`config.mk`:
```
export PLATFORM = sky130hd
export DESIGN_NAME = iir_coeff_loader
export DESIGN_NICKNAME = d
export VERILOG_FILES = /design/src/rtl/iir_coeff_loader.sv
export SDC_FILE = /design/constraint.sdc
export NUM_CORES = 1
export LEC_CHECK = 0
export CELL_PAD_IN_SITES_DETAIL_PLACEMENT = 1
export CELL_PAD_IN_SITES_GLOBAL_PLACEMENT = 1
export CORE_AREA = 2 2 286 232
export DETAILED_ROUTE_END_ITERATION = 7
export DIE_AREA = 0 0 288 234
export PLACE_DENSITY_LB_ADDON = 0.1
export SETUP_SLACK_MARGIN = 0.3
export SLEW_MARGIN = 10
export SYNTH_ARGS = -nofsm -noshare
export SYNTH_HDL_FRONTEND = slang
export SYNTH_SLANG_ARGS = --single-unit
```
`constraint.sdc`:
```
create_clock -name clk -period 19.52 [get_ports clk]
set_clock_uncertainty 0.1 [all_clocks]
set_input_delay 2.928 -clock clk [delete_from_list [all_inputs] [get_ports clk]]
set_output_delay 2.928 -clock clk [all_outputs]
set_load 0.02 [all_outputs]
```
`src/rtl/iir_coeff_loader.sv`:
```
// Double-buffered coefficient bank for the 2nd-order IIR filter: GPIO writes land in shadow,
// and a commit copies the whole bank to the active outputs at a sample boundary, optionally followed by a filter clear.
module iir_coeff_loader #(
    parameter int COEFF_WIDTH  = 32,
    parameter logic [COEFF_WIDTH-1:0] DEFAULT_B0   = COEFF_WIDTH'(2 ** (COEFF_WIDTH - 2)),
    parameter logic [COEFF_WIDTH-1:0] DEFAULT_GAIN = COEFF_WIDTH'(65536),
    parameter int TICK_TIMEOUT = 1024,
    parameter int FLUSH_CYCLES = 8,
    parameter int CNT_WIDTH    = 16
) (
    input  logic                   clk,
    input  logic                   rst,
    input  logic                   wr_req,
    input  logic [2:0]             wr_addr,
    input  logic [COEFF_WIDTH-1:0] wr_data,
    input  logic                   commit_req,
    input  logic                   clear_on_commit,
    input  logic                   sample_tick,
    output logic [COEFF_WIDTH-1:0] b0,
    output logic [COEFF_WIDTH-1:0] b1,
    output logic [COEFF_WIDTH-1:0] b2,
    output logic [COEFF_WIDTH-1:0] a1,
    output logic [COEFF_WIDTH-1:0] a2,
    output logic [COEFF_WIDTH-1:0] gain,
    output logic                   pending,
    output logic                   filter_clr,
    output logic                   wr_err,
    output logic [CNT_WIDTH-1:0]   commit_cnt
);

    localparam int NUM_COEFF = 6;
    localparam int TMR_MAX   = (TICK_TIMEOUT > FLUSH_CYCLES) ? TICK_TIMEOUT : FLUSH_CYCLES;
    localparam int TMR_W     = (TMR_MAX > 1) ? $clog2(TMR_MAX) : 1;

    typedef enum logic [1:0] {S_IDLE, S_PENDING, S_APPLY, S_FLUSH} state_t;

    function automatic logic [COEFF_WIDTH-1:0] reset_coeff(input int idx);
        if (idx == 0)      return DEFAULT_B0;
        else if (idx == 5) return DEFAULT_GAIN;
        else               return '0;
    endfunction

    state_t                 state_q, state_d;
    logic [COEFF_WIDTH-1:0] shadow_q [NUM_COEFF];
    logic [COEFF_WIDTH-1:0] active_q [NUM_COEFF];
    logic [TMR_W-1:0]       tmr_q, tmr_d;
    logic                   clr_flag_q, clr_flag_d;
    logic                   pending_q, pending_d;
    logic                   filter_clr_q, filter_clr_d;
    logic                   wr_err_q, wr_err_d;
    logic [CNT_WIDTH-1:0]   commit_cnt_q;
    logic                   wr_req_q, commit_req_q;
    logic                   armed_q;
    logic                   wr_edge, commit_edge, do_apply, addr_bad;

    // armed_q masks the first post-reset cycle so a level held high across reset release is not an edge.
    assign wr_edge     = armed_q & wr_req & ~wr_req_q;
    assign commit_edge = armed_q & commit_req & ~commit_req_q;
    assign addr_bad    = (wr_addr > 3'd5);
    assign do_apply    = (state_q == S_APPLY);

    always_ff @(posedge clk or posedge rst) begin
        if (rst) state_q <= S_IDLE;
        else     state_q <= state_d;
    end

    always_comb begin
        state_d = state_q;
        case (state_q)
            S_IDLE:    if (commit_edge) state_d = S_PENDING;
            S_PENDING: if (sample_tick || tmr_q == '0) state_d = S_APPLY;
            S_APPLY:   state_d = clr_flag_q ? S_FLUSH : S_IDLE;
            S_FLUSH:   if (tmr_q == '0) state_d = S_IDLE;
            default:   state_d = S_IDLE;
        endcase
    end

    always_comb begin
        tmr_d      = tmr_q;
        clr_flag_d = clr_flag_q;
        case (state_q)
            S_IDLE: begin
                if (commit_edge) begin
                    tmr_d      = TMR_W'(TICK_TIMEOUT - 1);
                    clr_flag_d = clear_on_commit;
                end
            end
            S_PENDING: if (!sample_tick && tmr_q != '0) tmr_d = tmr_q - TMR_W'(1);
            S_APPLY:   tmr_d = TMR_W'(FLUSH_CYCLES - 1);
            S_FLUSH:   if (tmr_q != '0) tmr_d = tmr_q - TMR_W'(1);
            default:   tmr_d = '0;
        endcase
        pending_d    = (state_d == S_PENDING) || (state_d == S_APPLY);
        filter_clr_d = (state_d == S_FLUSH);
        // A fresh bad-address write outranks the clear that APPLY performs.
        if (wr_edge && addr_bad) wr_err_d = 1'b1;
        else if (do_apply)       wr_err_d = 1'b0;
        else                     wr_err_d = wr_err_q;
    end

    always_ff @(posedge clk or posedge rst) begin
        if (rst) begin
            for (int i = 0; i < NUM_COEFF; i++) begin
                shadow_q[i] <= reset_coeff(i);
                active_q[i] <= reset_coeff(i);
            end
            tmr_q        <= '0;
            clr_flag_q   <= 1'b0;
            pending_q    <= 1'b0;
            filter_clr_q <= 1'b0;
            wr_err_q     <= 1'b0;
            commit_cnt_q <= '0;
            wr_req_q     <= 1'b0;
            commit_req_q <= 1'b0;
            armed_q      <= 1'b0;
        end else begin
            for (int i = 0; i < NUM_COEFF; i++) begin
                if (wr_edge && wr_addr == 3'(i)) shadow_q[i] <= wr_data;
                if (do_apply)                    active_q[i] <= shadow_q[i];
            end
            if (do_apply) commit_cnt_q <= commit_cnt_q + CNT_WIDTH'(1);
            tmr_q        <= tmr_d;
            clr_flag_q   <= clr_flag_d;
            pending_q    <= pending_d;
            filter_clr_q <= filter_clr_d;
            wr_err_q     <= wr_err_d;
            wr_req_q     <= wr_req;
            commit_req_q <= commit_req;
            armed_q      <= 1'b1;
        end
    end

    assign b0         = active_q[0];
    assign b1         = active_q[1];
    assign b2         = active_q[2];
    assign a1         = active_q[3];
    assign a2         = active_q[4];
    assign gain       = active_q[5];
    assign pending    = pending_q;
    assign filter_clr = filter_clr_q;
    assign wr_err     = wr_err_q;
    assign commit_cnt = commit_cnt_q;

endmodule

```
* Yosys cells after proc, flatten, opt, wreduce, memory -nomap -nowiden
Index checks and enable logic that the tools add are counted.
** Operators by class
- Magnitude comparators :: 1
- Multipliers :: 0
- Div/mod/pow operators :: 0
- Equality and inequality tests :: 14
- Add/sub/neg operators :: 2
- Multiplexer cells :: 11
- Shifts and indexed selects :: 0
- Bitwise gates (word level) :: 6
- Reductions and logical operators :: 18
** Operators with widths (count)
- $pmux 10 s4 :: 1
- $mux 10 :: 3
- $add 16x1->16 const B :: 1
- $logic_not 10->1 :: 1
- $reduce_bool 10->1 :: 1
- $sub 10x1->10 const B :: 1
- $eq 2x2->1 const B :: 4
- $logic_and 1x1->1 :: 8
- $mux 2 :: 4
- $pmux 2 s4 :: 1
- $eq 3x2->1 const B :: 2
- $eq 3x3->1 const B :: 2
- $ne 2x2->1 const B :: 3
- $and 1x1->1 :: 4
- $eq 2x1->1 const B :: 2
- $eq 3x1->1 const B :: 1
- $gt 3x3->1 const B :: 1
- $logic_not 3->1 :: 1
- $reduce_and 3->1 :: 1
- $logic_not 2->1 :: 1
- $logic_or 1x1->1 :: 2
- $mux 1 :: 2
- $not 1->1 :: 2
- $reduce_and 2->1 :: 1
- 2 further kinds :: 2
** Word-level totals
- Register bits :: 419
- Output and inout port bits :: 211
- Bits in writable memories :: 0
- ROM bits :: 0
- Latch bits :: 0
- Bits of input ports :: 41
- Logic and storage cells :: 74
- Memories kept :: 0

* Longest topological paths before layout
- Depth in word-level cells :: 6
- Mapped depth :: 7
- Mapped depth without buffers :: 7

* Worst setup path after synthesis
No wires, ideal clock.
- Kind :: input -> register
- Start :: input wr_req
- End :: register shadow_q[20] in the netlist's numbering
- Setup slack :: 15.284 ns
- Data arrival time :: 4.011 ns
- Setup time :: 0.125 ns
- Stages on the path :: 6
- Buffers on the path :: 2
- Data required time :: 19.295 ns
- Cells stage by stage :: nand2_1 -> nor3b_2 -> and3b_1 -> clkbuf_2 -> buf_4 -> mux2_2
** On the way
- Word-level cells in the longest chain between the ends :: 3
** RTL lines
- start, declared :: RTL line 13 : input logic wr_req,
- $and 1x1->1 (2 in series) :: RTL line 57 : assign wr_edge = armed_q & wr_req & ~wr_req_q;
- $logic_and 1x1->1 :: RTL line 118 : if (wr_edge && wr_addr == 3'(i)) shadow_q[i] <= wr_data;
- end signal, assigned by index :: RTL line 104 : shadow_q[i] <= reset_coeff(i);
- end signal, assigned by index :: RTL line 118
- end, declared :: RTL line 44 : logic [COEFF_WIDTH-1:0] shadow_q [NUM_COEFF];
No other way between the ends.
A chain may end at the register's enable or synchronous reset.

* Worst setup path after layout
- Start :: input wr_req
- End :: register shadow_q[105] in the netlist's numbering
Same word-level chain as after synthesis.

==> run metrics <==
status complete, no violations; Tightest Pin Transition 1190 ps; most common cell after layout, fill and taps aside nand2_1; Buffers on Ports 251; Synth Warn # 0; Worst Path Max Fanout 18; origin of the critical flop-to-flop path state_q[0]; CP required 19870 ps; pwr/cell area 166 nW/um2; Syn Area/Cell 11.6 um2; Post-Synth XOR/XNOR Area 0.822%; Cell Count, Final, Fillers Out 2521; Int Pwr 2220 uW; main combinational cell family by area after synthesis simple AND/OR/NAND/NOR gates; max-cap viol count 0; Adder-Cell Fraction of Synth Area 0.235%; Fin Setup TNS 0 ps; GRT overflow 0; CTS max path bufs 3; dpl cells 2430; vias in the first global route 11.5k; WL final 48000 um; Die H 234 um; Clock power frac 26.1%; I/O Pins 252; Avg WL per Cell 19.0 um; Setup Buffers After CTS 0; dpl hpwl 29100 um; Hold Slack 353 ps; Max-Slew Margin vs Limit 20.5%; RSZ-0062 raised after global routing false; # setup viols final 0; # rows 84; Clock transition at path regs 60 ps; starting utilization of the core area 24.7%; DRC 0; 1st-pass router iterations 4; min-delay worst type flop to flop; EDFF count, synth 0; Die X 288 um; Power Total 3490 uW; GRT Resource Usage Total 14.4%; DR vias/cell 4.28; antenna violations before repair 2; most frequent cells in the layout nand2_1, dfrtp_1, clkdlybuf4s50_1, mux2_2, clkbuf_16; CTS sink count 419; final clock period utilization by the worst path 26.7%; GPL Wtd Cong 0.693; final-report max-slew violation count 0; Max VDD drop 0.0802 mV; antenna-violating nets left 0; most used flip-flop cell after synthesis dfrtp_1; syn_nets 1424; highest clock rate 0.192 GHz; CTS buffer count 49; n_diodes 0; Final #Nets 1665; Compound-Gate Fraction of Synth Area 1.39%; die area 67400 um2; Worst Path Arrival 5550 ps; Core Box Area 64700 um2; Syn Inst Count 1380; register area share after synthesis 65.6%; Yosys cell types 45; CP Launch Type input pin; post-layout util 32.4%; share of flip-flops with an asynchronous set or reset 100%; layout cells sized above 1 17.7%; CTS tree done; Crit. End Element flop; fraction of synthesized area in multiplexers 13.6%; initial drt markers 411; sequential share of power 39.4%; detailed-route via count 10.8k; Worst Min Path Start shadow_q[63]; Mapped Area 16000 um2; switch share 36.3%; largest net degree at the start of global routing 184; CTS resizes 0; Comb pwr share 34.4%; first-pass GRT wire length 73600 um; H-tree depth 2; Layout area overhead 31.1%; static leakage 0.0100 uW; critical path type input pin to flop; post-layout min period 5200 ps; NetSw 1270 uW; CTS Hold Buffers Added 0; worst-skew pair later-pin latency 580 ps; Worst Setup SP wr_req; CTS root buffer clkbuf_16; Final Hold Violating Endpoints 0; simple-gate share of the synthesized area 16.1%; Yosys reg bits 419
==> layer usage <==
metal	wire length (um)	share of wire (%)	vias to the layer above	track usage (%)
met1	23200	48	5581	20.4
met3	2180	4.5	64	2.95
met4	772	1.6	4	3.47
met5	25	0.052	-	0
li1	-	-	4954	-
met2	21800	45	190	22.3
==> state kept, by name, indices dropped and copies added (netlist names) <==
name          count
b0               32
b2               32
pending           1
filter_clr        1
gain             32
b1               32
clr_flag_q        1
wr_req_q          1
shadow_q        192
a2               32
armed_q           1
wr_err            1
commit_req_q      1
commit_cnt       16
state_q           2
tmr_q            10
a1               32
==> Yosys cell counts (2+ instances only) <==
cell type    n  share of area (%)
nand2_1    588                 14
dfrtp_1    415                 65
mux2_2     192                 14
buf_2       50                1.6
clkbuf_1    14               0.33
xnor2_1     13               0.71
nor2_1      12               0.28
a21oi_1      7               0.22
a31oi_1      7               0.27
nand3_1      7               0.22
nand4_1      7               0.27
inv_1        5               0.12
and2_1       4               0.16
and3_1       4               0.16
dfstp_2      4               0.66
nor3_1       4               0.13
o221a_1      4               0.28
buf_4        3               0.14
ha_1         3               0.23
nand3b_1     3               0.14
nor3_2       3               0.19
o31a_1       3               0.16
and4_1       2               0.11
nand2b_1     2              0.078
nor3b_2      2               0.16
o31ai_1      2              0.094
xor2_1       2               0.11
==> cell families (layout without fill, tap and decap cells) <==
logic type      count (synthesis)  in the layout
xor+xnor                       15             15
buf+inv                        74            355
other cells                     1              1
simple gates                  645            645
fa+ha+maj                       3              3
mux                           193            193
flops                         419            419
compound gates                 30             30
==> final timing paths <==
kind,slack (ps),endpoint,depth (start not counted)
min in group asynchronous,2840,b2[28],2
setup reg to reg,16380,tmr_q[5],4
hold / removal,350,a2[31],2
max in group asynchronous,14810,gain[14],3
hold reg to reg,350,a2[31],2
setup / recovery,14320,shadow_q[105],6
==> metrics by stage <==
stage	worst slack, ps	cell area (um2)
after floorplan	4840	16000
after global placement	13670	19400
after detailed placement	13640	19400
after CTS	14280	21000
after global routing	14150	21000
final	14320	21000
==> worst max-delay path, cell delays in order <==
cell	delay (ps)
clkdlybuf4s50_1	480
nand2_1	90
nor3_2	440
nand3b_1	780
buf_4	520
mux2_2	300
==> power by group through the flow <==
stage | clock network, uW | registers [uW] | logic (uW)
finish | 912 | 1380 | 1200
global route | 986 | 1420 | 1320
CTS | 953 | 1390 | 1240
detailed placement | 0 | 1400 | 1230
global placement | 0 | 1400 | 1210
floorplan | 0 | 1560 | 424
==> cell type report <==
cell class              instances  area, um2
fillers                      7100      43800
flip-flops and latches        419      10500
multi-input cells             887       5170
repair buffers                259       2600
clock buffers                  82       1550
well taps                     860       1080
clock inverters                 9       55.1
inverters                       5       26.3
Power figures use the tool's default switching activity.
